[src/rtl/vga_pkg.sv]
// Shared VGA constants and the per-axis DDA state record used by the sprite
// address sequencer.
package vga_pkg;

  localparam int H_ACTIVE  = 640;
  localparam int V_ACTIVE  = 480;

  // Storage widths for one DDA axis; instances check their needs fit.
  localparam int DDA_POS_W = 16;
  localparam int DDA_ACC_W = 12;

  typedef struct packed {
    logic [DDA_POS_W-1:0] pos;
    logic [DDA_ACC_W-1:0] acc;
    logic                 lock;
  } dda_state_t;

endpackage

[src/rtl/dda_axis.sv]
// One axis of the incremental scaler: a remainder accumulator that advances
// pos by INC each time SRC/DST worth of source texels has been consumed.
module dda_axis
  import vga_pkg::*;
#(
  parameter int SRC   = 100,
  parameter int DST   = 210,
  parameter int INC   = 1,
  parameter int POS_W = 14,
  parameter int ACC_W = $clog2(DST + SRC) + 1
) (
  input  logic             clk,
  input  logic             rst,
  input  logic             load,
  input  logic             step,
  input  logic             unlock,
  output logic [POS_W-1:0] pos,
  output logic [ACC_W-1:0] acc,
  output logic             lock,
  output logic             lock_next
);

  localparam logic [DDA_ACC_W-1:0] SRC_V = DDA_ACC_W'(SRC);
  localparam logic [DDA_ACC_W-1:0] DST_V = DDA_ACC_W'(DST);
  localparam logic [DDA_POS_W-1:0] INC_V = DDA_POS_W'(INC);

  if (SRC > DST) begin : g_chk_ratio
    $error("dda_axis: SRC must not exceed DST");
  end
  if (ACC_W > DDA_ACC_W) begin : g_chk_acc
    $error("dda_axis: accumulator does not fit dda_state_t");
  end
  if (POS_W > DDA_POS_W) begin : g_chk_pos
    $error("dda_axis: position does not fit dda_state_t");
  end

  dda_state_t           state_q;
  dda_state_t           state_d;
  logic [DDA_ACC_W-1:0] acc_sum;

  // SRC <= DST guarantees at most one carry per step, so a single compare suffices.
  always_comb begin
    state_d = state_q;
    acc_sum = state_q.acc + SRC_V;
    if (load) begin
      state_d.pos  = '0;
      state_d.acc  = '0;
      state_d.lock = 1'b1;
    end else if (step) begin
      if (acc_sum >= DST_V) begin
        state_d.pos = state_q.pos + INC_V;
        state_d.acc = acc_sum - DST_V;
      end else begin
        state_d.acc = acc_sum;
      end
    end else if (unlock) begin
      state_d.lock = 1'b0;
    end
  end

  always_ff @(posedge clk) begin
    if (rst) begin
      state_q <= '0;
    end else begin
      state_q <= state_d;
    end
  end

  // pos/acc expose the post-edge view so the top can register the address directly.
  assign pos       = POS_W'(state_d.pos);
  assign acc       = ACC_W'(state_d.acc);
  assign lock      = state_q.lock;
  assign lock_next = state_d.lock;

endmodule

[src/rtl/sprite_scale_addr_gen.sv]
// Scan-following ROM address generator for a scaled full-image sprite; output
// address is registered one cycle after DrawX/DrawY, pix_en one cycle later.
module sprite_scale_addr_gen
  import vga_pkg::*;
#(
  parameter int SRC_W  = 100,
  parameter int SRC_H  = 100,
  parameter int DST_W  = 210,
  parameter int DST_H  = 220,
  parameter int DST_X0 = 0,
  parameter int DST_Y0 = 140,
  parameter int ADDR_W = 14
) (
  input  logic              vga_clk,
  input  logic              Reset,
  input  logic [9:0]        DrawX,
  input  logic [9:0]        DrawY,
  input  logic              blank,
  output logic [ADDR_W-1:0] rom_address,
  output logic              addr_valid,
  output logic              pix_en
);

  localparam int X_ACC_W = $clog2(DST_W + SRC_W) + 1;
  localparam int Y_ACC_W = $clog2(DST_H + SRC_H) + 1;

  if (SRC_W * SRC_H > (1 << ADDR_W)) begin : g_chk_addr
    $error("sprite_scale_addr_gen: ADDR_W too small for SRC_W*SRC_H");
  end
  if (DST_X0 + DST_W > H_ACTIVE || DST_Y0 + DST_H > V_ACTIVE) begin : g_chk_win
    $error("sprite_scale_addr_gen: window exceeds the active display");
  end

  logic              x_load, x_step, x_unlock;
  logic              y_line, y_load, y_step, y_unlock;
  logic              xlock_q, xlock_next, ylock_q, ylock_next;
  logic [ADDR_W-1:0] col_next, row_next;
  logic [X_ACC_W-1:0] xacc_unused;
  logic [Y_ACC_W-1:0] yacc_unused;
  logic              in_win, hit;

  logic [9:0]        x_prev_q, x_prev_d;
  logic [9:0]        y_prev_q, y_prev_d;
  logic [ADDR_W-1:0] rom_address_q, rom_address_d;
  logic              addr_valid_q, addr_valid_d;
  logic              blank_d1_q, blank_d1_d;
  logic              pix_en_q, pix_en_d;

  // Axis control: X every edge, Y only on the DrawX==0 edge of each line.
  always_comb begin
    x_load   = (int'(DrawX) == DST_X0);
    x_step   = !x_load && xlock_q && ({1'b0, DrawX} == {1'b0, x_prev_q} + 11'd1);
    x_unlock = !x_load && !x_step;
    y_line   = (DrawX == 10'd0);
    y_load   = y_line && (int'(DrawY) == DST_Y0);
    y_step   = y_line && !y_load && ylock_q && ({1'b0, DrawY} == {1'b0, y_prev_q} + 11'd1);
    y_unlock = y_line && !y_load && !y_step && (DrawY != y_prev_q);
    x_prev_d = DrawX;
    y_prev_d = y_line ? DrawY : y_prev_q;
  end

  dda_axis #(
    .SRC   (SRC_W),
    .DST   (DST_W),
    .INC   (1),
    .POS_W (ADDR_W),
    .ACC_W (X_ACC_W)
  ) u_x_axis (
    .clk       (vga_clk),
    .rst       (Reset),
    .load      (x_load),
    .step      (x_step),
    .unlock    (x_unlock),
    .pos       (col_next),
    .acc       (xacc_unused),
    .lock      (xlock_q),
    .lock_next (xlock_next)
  );

  dda_axis #(
    .SRC   (SRC_H),
    .DST   (DST_H),
    .INC   (SRC_W),
    .POS_W (ADDR_W),
    .ACC_W (Y_ACC_W)
  ) u_y_axis (
    .clk       (vga_clk),
    .rst       (Reset),
    .load      (y_load),
    .step      (y_step),
    .unlock    (y_unlock),
    .pos       (row_next),
    .acc       (yacc_unused),
    .lock      (ylock_q),
    .lock_next (ylock_next)
  );

  // Outputs use the post-edge axis state, so a same-edge X and Y load combine.
  always_comb begin
    in_win        = (int'(DrawX) >= DST_X0) && (int'(DrawX) < DST_X0 + DST_W) &&
                    (int'(DrawY) >= DST_Y0) && (int'(DrawY) < DST_Y0 + DST_H);
    hit           = in_win && xlock_next && ylock_next;
    rom_address_d = hit ? (row_next + col_next) : '0;
    addr_valid_d  = hit;
    blank_d1_d    = blank;
    pix_en_d      = addr_valid_q && blank_d1_q;
  end

  always_ff @(posedge vga_clk) begin
    if (Reset) begin
      x_prev_q      <= '0;
      y_prev_q      <= '0;
      rom_address_q <= '0;
      addr_valid_q  <= 1'b0;
      blank_d1_q    <= 1'b0;
      pix_en_q      <= 1'b0;
    end else begin
      x_prev_q      <= x_prev_d;
      y_prev_q      <= y_prev_d;
      rom_address_q <= rom_address_d;
      addr_valid_q  <= addr_valid_d;
      blank_d1_q    <= blank_d1_d;
      pix_en_q      <= pix_en_d;
    end
  end

  assign rom_address = rom_address_q;
  assign addr_valid  = addr_valid_q;
  assign pix_en      = pix_en_q;

endmodule

[config.mk]
export PLATFORM = sky130hd
export DESIGN_NAME = sprite_scale_addr_gen
export DESIGN_NICKNAME = d
export VERILOG_FILES = /design/src/rtl/vga_pkg.sv /design/src/rtl/dda_axis.sv /design/src/rtl/sprite_scale_addr_gen.sv
export SDC_FILE = /design/constraint.sdc
export NUM_CORES = 1
export LEC_CHECK = 0
export BUFFER_PORTS_ARGS = -buffer_cell sky130_fd_sc_hd__buf_2
export CAP_MARGIN = 20
export CORE_ASPECT_RATIO = 0.9
export CORE_MARGIN = 2
export CORE_UTILIZATION = 41
export CTS_CLUSTER_DIAMETER = 40
export CTS_CLUSTER_SIZE = 12
export DETAILED_ROUTE_END_ITERATION = 8
export MAX_ROUTING_LAYER = met4
export PLACE_DENSITY = 0.6
export SLEW_MARGIN = 30
export SYNTH_ARGS = -nofsm -noshare
export SYNTH_HDL_FRONTEND = slang
export SYNTH_SLANG_ARGS = --single-unit
export TNS_END_PERCENT = 100
[constraint.sdc]
create_clock -name vga_clk -period 8 [get_ports vga_clk]
set_clock_uncertainty 0.1 [all_clocks]
set_input_delay 1.6 -clock vga_clk [delete_from_list [all_inputs] [get_ports vga_clk]]
set_output_delay 1.6 -clock vga_clk [all_outputs]
set_load 0.05 [all_outputs]
Yosys cells after proc, flatten, opt, wreduce, memory -nomap -nowiden
Cells that the tools add are included.
{"block": "totals", "register_bits": 95, "in_bits": 23, "output_inout_bits": 16, "elab_cells": 70}
{"block": "classes", "n_addsub": 9, "n_lt_le_gt_ge": 5, "eq_ne": 4, "muxes": 12, "bitwise_logic": 1, "n_reduce_logical": 25}
{"cell": "$mux 27", "n": 2}
{"cell": "$mux 26", "n": 2}
{"cell": "$mux 14", "n": 2}
{"cell": "$add 12x7->12 const B", "n": 2}
{"cell": "$ge 12x8->1 const B", "n": 2}
{"cell": "$mux 12", "n": 2}
{"cell": "$sub 12x8->12 const B", "n": 2}
{"cell": "$add 10x1->11 const B", "n": 2}
{"cell": "$eq 10x11->1", "n": 2}
{"cell": "$logic_not 10->1", "n": 2}
{"cell": "$add 16x1->16 const B", "n": 1}
{"cell": "$add 16x7->16 const B", "n": 1}
{"cell": "$add 14x14->14", "n": 1}
{"cell": "$logic_and 1x1->1", "n": 14}
{"cell": "$eq 10x9->1 const B", "n": 1}
{"cell": "$ge 10x8->1 const B", "n": 1}
{"cell": "$lt 10x8->1 const B", "n": 1}
{"cell": "$lt 10x9->1 const B", "n": 1}
{"cell": "$ne 10x10->1", "n": 1}
{"cell": "$reduce_or 2->1", "n": 3}
{"cell": "$logic_not 1->1", "n": 4}
{"cell": "$mux 1", "n": 4}
{"cell": "$reduce_and 2->1", "n": 2}
{"cell": "$not 1->1", "n": 1}

Longest topological paths before layout
{"block": "depth", "depth_word": 15, "ltp_mapped": 22, "depth_no_buf": 21}

Cells and area by module
From an unflattened synthesis, not the netlist that was laid out.
{"block": "unflattened", "cells_unflattened": 830, "area_unflattened_um2": 6587.6}
{"module": "sprite_scale_addr_gen", "n_inst": 1, "cells_per_inst": 297, "area_per_inst_um2": 2483.6, "seq_area_each_um2": 740.7}
{"module": "dda_axis (u_x_axis)", "n_inst": 1, "cells_per_inst": 298, "area_per_inst_um2": 2307.2, "seq_area_each_um2": 540.5}
{"module": "dda_axis (u_y_axis)", "n_inst": 1, "cells_per_inst": 235, "area_per_inst_um2": 1796.7, "seq_area_each_um2": 540.5}

Worst setup path before layout
OpenSTA, ideal clock, no wires.
{"block": "synth_timing", "path_type": "input -> register", "from": "input DrawX[5]", "to": "register rom_address_q[12], in the netlist rom_address[12]", "setup_ps": 117, "t_arrival_ps": 5378, "path_slack_ps": 2405, "cell_stages": 21, "cell_sequence": "nor3b_1 -> o211a_1 -> o21bai_1 -> a221oi_1 -> or4b_4 -> buf_6 -> nor2_2 -> xnor2_1 -> nor2_1 -> ha_1 -> fa_1 -> a21o_1 -> a21o_1 -> a21o_1 -> a21o_1 -> a21oi_1 -> o21ai_0 -> nor4_1 -> a21oi_1 -> xnor2_1 -> nor2_1"}
{"element": "start: declaration", "line_no": "sprite_scale_addr_gen.sv:16", "source": "input logic [9:0] DrawX,"}
{"element": "$logic_not 10->1", "line_no": "sprite_scale_addr_gen.sv:51", "source": "x_load = (int'(DrawX) == DST_X0);"}
{"element": "$logic_not 1->1", "line_no": "sprite_scale_addr_gen.sv:52", "source": "x_step = !x_load && xlock_q && ({1'b0, DrawX} == {1'b0, x_prev_q} + 11'd1);"}
{"element": "$logic_and 1x1->1 (2 in series)", "line_no": "sprite_scale_addr_gen.sv:52"}
{"element": "$mux 26", "line_no": "dda_axis.sv:49", "source": "end else if (step) begin"}
{"element": "$mux 27 *", "line_no": "dda_axis.sv:45", "source": "if (load) begin"}
{"element": "named net col_next[0]", "line_no": "sprite_scale_addr_gen.sv:37", "source": "logic [ADDR_W-1:0] col_next, row_next;"}
{"element": "$add 14x14->14 *", "line_no": "sprite_scale_addr_gen.sv:103", "source": "rom_address_d = hit ? (row_next + col_next) : '0;"}
{"element": "end signal: assignment", "line_no": "sprite_scale_addr_gen.sv:120", "source": "rom_address_q <= rom_address_d;"}
{"element": "end: declaration", "line_no": "sprite_scale_addr_gen.sv:44", "source": "logic [ADDR_W-1:0] rom_address_q, rom_address_d;"}
Mark *: on every way through the listed nets, which the timed path passes. The rest lies on a longest branch.
A chain may end at the register's enable or synchronous reset.

Worst setup path after layout
{"block": "layout_timing", "from": "input DrawX[2]", "to": "register rom_address_q[13], in the netlist rom_address[13]"}
{"element": "$logic_not 10->1 *", "line_no": "sprite_scale_addr_gen.sv:54", "source": "y_line = (DrawX == 10'd0);"}
{"element": "$logic_and 1x1->1", "line_no": "sprite_scale_addr_gen.sv:55", "source": "y_load = y_line && (int'(DrawY) == DST_Y0);"}
{"element": "$logic_not 1->1", "line_no": "sprite_scale_addr_gen.sv:56", "source": "y_step = y_line && !y_load && ylock_q && ({1'b0, DrawY} == {1'b0, y_prev_q} + 11'd1);"}
{"element": "$logic_and 1x1->1 (3 in series)", "line_no": "sprite_scale_addr_gen.sv:56"}
{"element": "$mux 26", "line_no": "dda_axis.sv:49"}
{"element": "$mux 27 *", "line_no": "dda_axis.sv:45"}
{"element": "named net row_next[2]", "line_no": "sprite_scale_addr_gen.sv:37"}
{"element": "$add 14x14->14 *", "line_no": "sprite_scale_addr_gen.sv:103"}
Marked as above.

==> flow_metrics.tcl <==
set metrics [dict create \
    final_area_sq_um 6360 \
    hold_start "blank_d1_q$_SDFF_PP0_" \
    n_antenna_cell 0 \
    seqPwrFrac_pct 46.8 \
    leakage_nw 2.52 \
    h-tree-depth 3 \
    avgSynthCellArea_sq_um 7.80 \
    power.net_switching_w 0.000213 \
    synth_top_area_share_pct 30.5 \
    crit_arrival_ns 6.64 \
    core_area_sq_um 13900 \
    root_buffer "clkbuf_16" \
    critPathCaptureType "flip-flop" \
    synth_seq_area_share_pct 30.5 \
    tritoncts "yes" \
    yosys_warnings 0 \
    route.vias.total 5098 \
    synth_edf_count 0 \
    ios 39 \
    swShare_pct 22.5 \
    fin_ws_ns 1.53 \
    fmax_mhz 155 \
    required_ns 8.18 \
    critical_path.max_fanout 17 \
    hold_viol_final 0 \
    detailed_place.area_sq_um 6030 \
    pwr-share-clk_pct 48.6 \
    dp_slack_ns 1.21 \
    period_share_pct 80.9 \
    grtUsageTotal_pct 19.1 \
    tns_ns 0 \
    insertion_delay_ns 0.34 \
    netlist_instances 740 \
    grt_pass1_vias 4812 \
    stdcell_count 950 \
    drt-pass1-iter-count 5 \
    via_per_inst 5.37 \
    pwr-share-comb_pct 4.6 \
    grt_max_degree 32 \
    path_class "input port to flip-flop" \
    tightest_slew_ns 0.923 \
    initial_core_util_pct 41.5 \
    die_width_um 129 \
    layout-drive-gt1-share_pct 10.0 \
    grt_pass1_wl_mm 22.7 \
    route.detailed.drc 0 \
    setup_viol 0 \
    cts_sinks 88 \
    pwr_density_cell_nw_per_um2 149 \
    mappedNetlistArea_sq_um 5770 \
    post-place-cells 934 \
    hold_buffers 0 \
    synth_most_common_cell "nor2_1" \
    post_cts_resized 0 \
    synth-async-reset-ratio_pct 0 \
    peakVddDrop_mv 0.168 \
    antenna_found_initial 0 \
    timing.rr.start "u_x_axis.state_q[3]$_SDFFE_PP0N_" \
    grt_setup_unrepaired "no" \
    p_int_w 0.000736 \
    wirelength_mm 13.3 \
    yosys-top-cells-count "nor2_1 (115), dfxtp_1 (88), nand2_1 (66), a21oi_1 (46), xnor2_1 (41)" \
    synth_flop_cell "dfxtp_1" \
    period_minus_slack_ns 6.47 \
    gp_congestion 0.904 \
    areaGrowthSynthToFinish_pct 10.2 \
    cap_violations 0 \
    clk_path_buf_depth 2 \
    clkTransAtPathRegs_ns 0.07 \
    cts_buffers 9 \
    hpwl_mm 9.78 \
    die_y_um 117 \
    dieArea_sq_um 15000 \
    ys_ff_latch 88 \
    synth_area_leaders "dfxtp_1 (31%), nor2_1 (7.5%), xnor2_1 (6.2%)" \
    synth_nets 787 \
    critPathLaunch "DrawX[2]" \
    drtIter0Drc 285 \
    grt_overflow 0 \
    final_nets 799 \
    routedWlPerCell_um 14.0 \
    rows 41 \
    startpoint_type "input port" \
    relSlewSlack_pct 38.5 \
    ant_nets 0 \
    io_buffer_count 38 \
    hp-class "flip-flop to flip-flop" \
    outcome "finished clean" \
    fin_total_pwr_w 0.000949 \
    ys_types 76 \
    postCtsSetupRepairBufs 0 \
    slew_viol_final 0 \
    yosys.area.top_type "dfxtp_1" \
]
## layout by cell type (no fill, tap or decap), types with 4 or more instances in the layout
cell type,count
and2_1,5
inv_1,22
nor3_1,23
a21o_1,9
or3_1,7
dfxtp_1,88
nand3_1,27
nand3b_1,5
o211ai_1,5
clkbuf_16,9
ha_1,23
o21ai_0,30
and3_1,9
nor2b_1,20
nand2_1,66
xnor2_1,41
nor2_1,115
o22ai_1,4
xor2_1,38
or2_2,4
a21oi_1,46
nand2b_1,11
nand4_1,12
nor3b_1,7
mux2i_1,8
buf_2,38
a31oi_1,5
## logic make-up after synthesis
kind of cell	synth area share, %
and+or+nand+nor	29.2
AOI/OAI and AO/OA	17.0
DFF	30.5
xor gates and xnor gates	12.0
buffers and inverters	4.55
adders and majority gates	5.33
muxes	1.39
## registers in the layout, indices dropped and copies added, names as in the netlist
signal / flops
u_y_axis.state_q: 24
u_y_axis.lock: 1
rom_address: 14
y_prev_q: 10
u_x_axis.lock: 1
pix_en: 1
addr_valid: 1
blank_d1_q: 1
u_x_axis.state_q: 25
x_prev_q: 10
## power groups by stage
stage          Sequential (W)  Combinational (W)  Clock (W)
6_report             0.000444          0.0000436   0.000461
5_1_grt              0.000444          0.0000486   0.000493
4_1_cts              0.000444          0.0000438   0.000477
3_5_place_dp         0.000454          0.0000437          0
3_3_place_gp         0.000454          0.0000428          0
2_1_floorplan        0.000453          0.0000277          0
## layout make-up
type	instances	area (sq um)
repair buffers	39	198
well taps	193	241
fillers	1386	7540
inverters	22	82.6
clock buffers	9	225
clock inverters	7	103
flip-flops and latches	88	1760
multi-input cells	592	3750
## metal layers
layer  global-route usage [%]  wire, um  up-vias  part of all wire [%]
li1                         -         -     2600                     -
met1                     25.2      6690     2423                    50
met2                     30.5      6050       66                    46
met3                     3.85       380        9                   2.9
met4                     4.42       140        0                   1.1
met5                        -         0        -                     0
## final timing paths
path	endpoint	slack, ns	cells past startpoint
worst min register to register	pix_en$_SDFF_PP0_	0.31	2
worst min-delay path	pix_en$_SDFF_PP0_	0.31	2
worst max-delay path	rom_address[13]$_SDFF_PP0_	1.53	19
worst max register to register	rom_address[13]$_SDFF_PP0_	2.13	20
## per-stage QoR
stage | utilization, % | hold slack [ns]
floorplan | - | 0.295
global placement | 43.4 | 0.301
detailed placement | 43.4 | 0.312
CTS | 45.7 | 0.317
global route | 45.7 | 0.349
finish | 45.7 | 0.315
## worst max-delay path, cell delays in order
cell,delay [ns]
buf_2,0.14
nor3_1,0.33
nand3_2,0.40
nor4_2,0.41
nand4bb_1,0.19
a211oi_4,0.49
nor2b_1,0.61
xnor2_1,0.22
nor2_1,0.07
ha_1,0.35
a21oi_1,0.23
nor2b_1,0.08
o21a_1,0.18
o22a_1,0.20
a211oi_1,0.41
nor3b_1,0.12
a211oi_1,0.30
o21ai_0,0.15
a21oi_1,0.13
No activity file was read; power rests on OpenSTA's default activity.
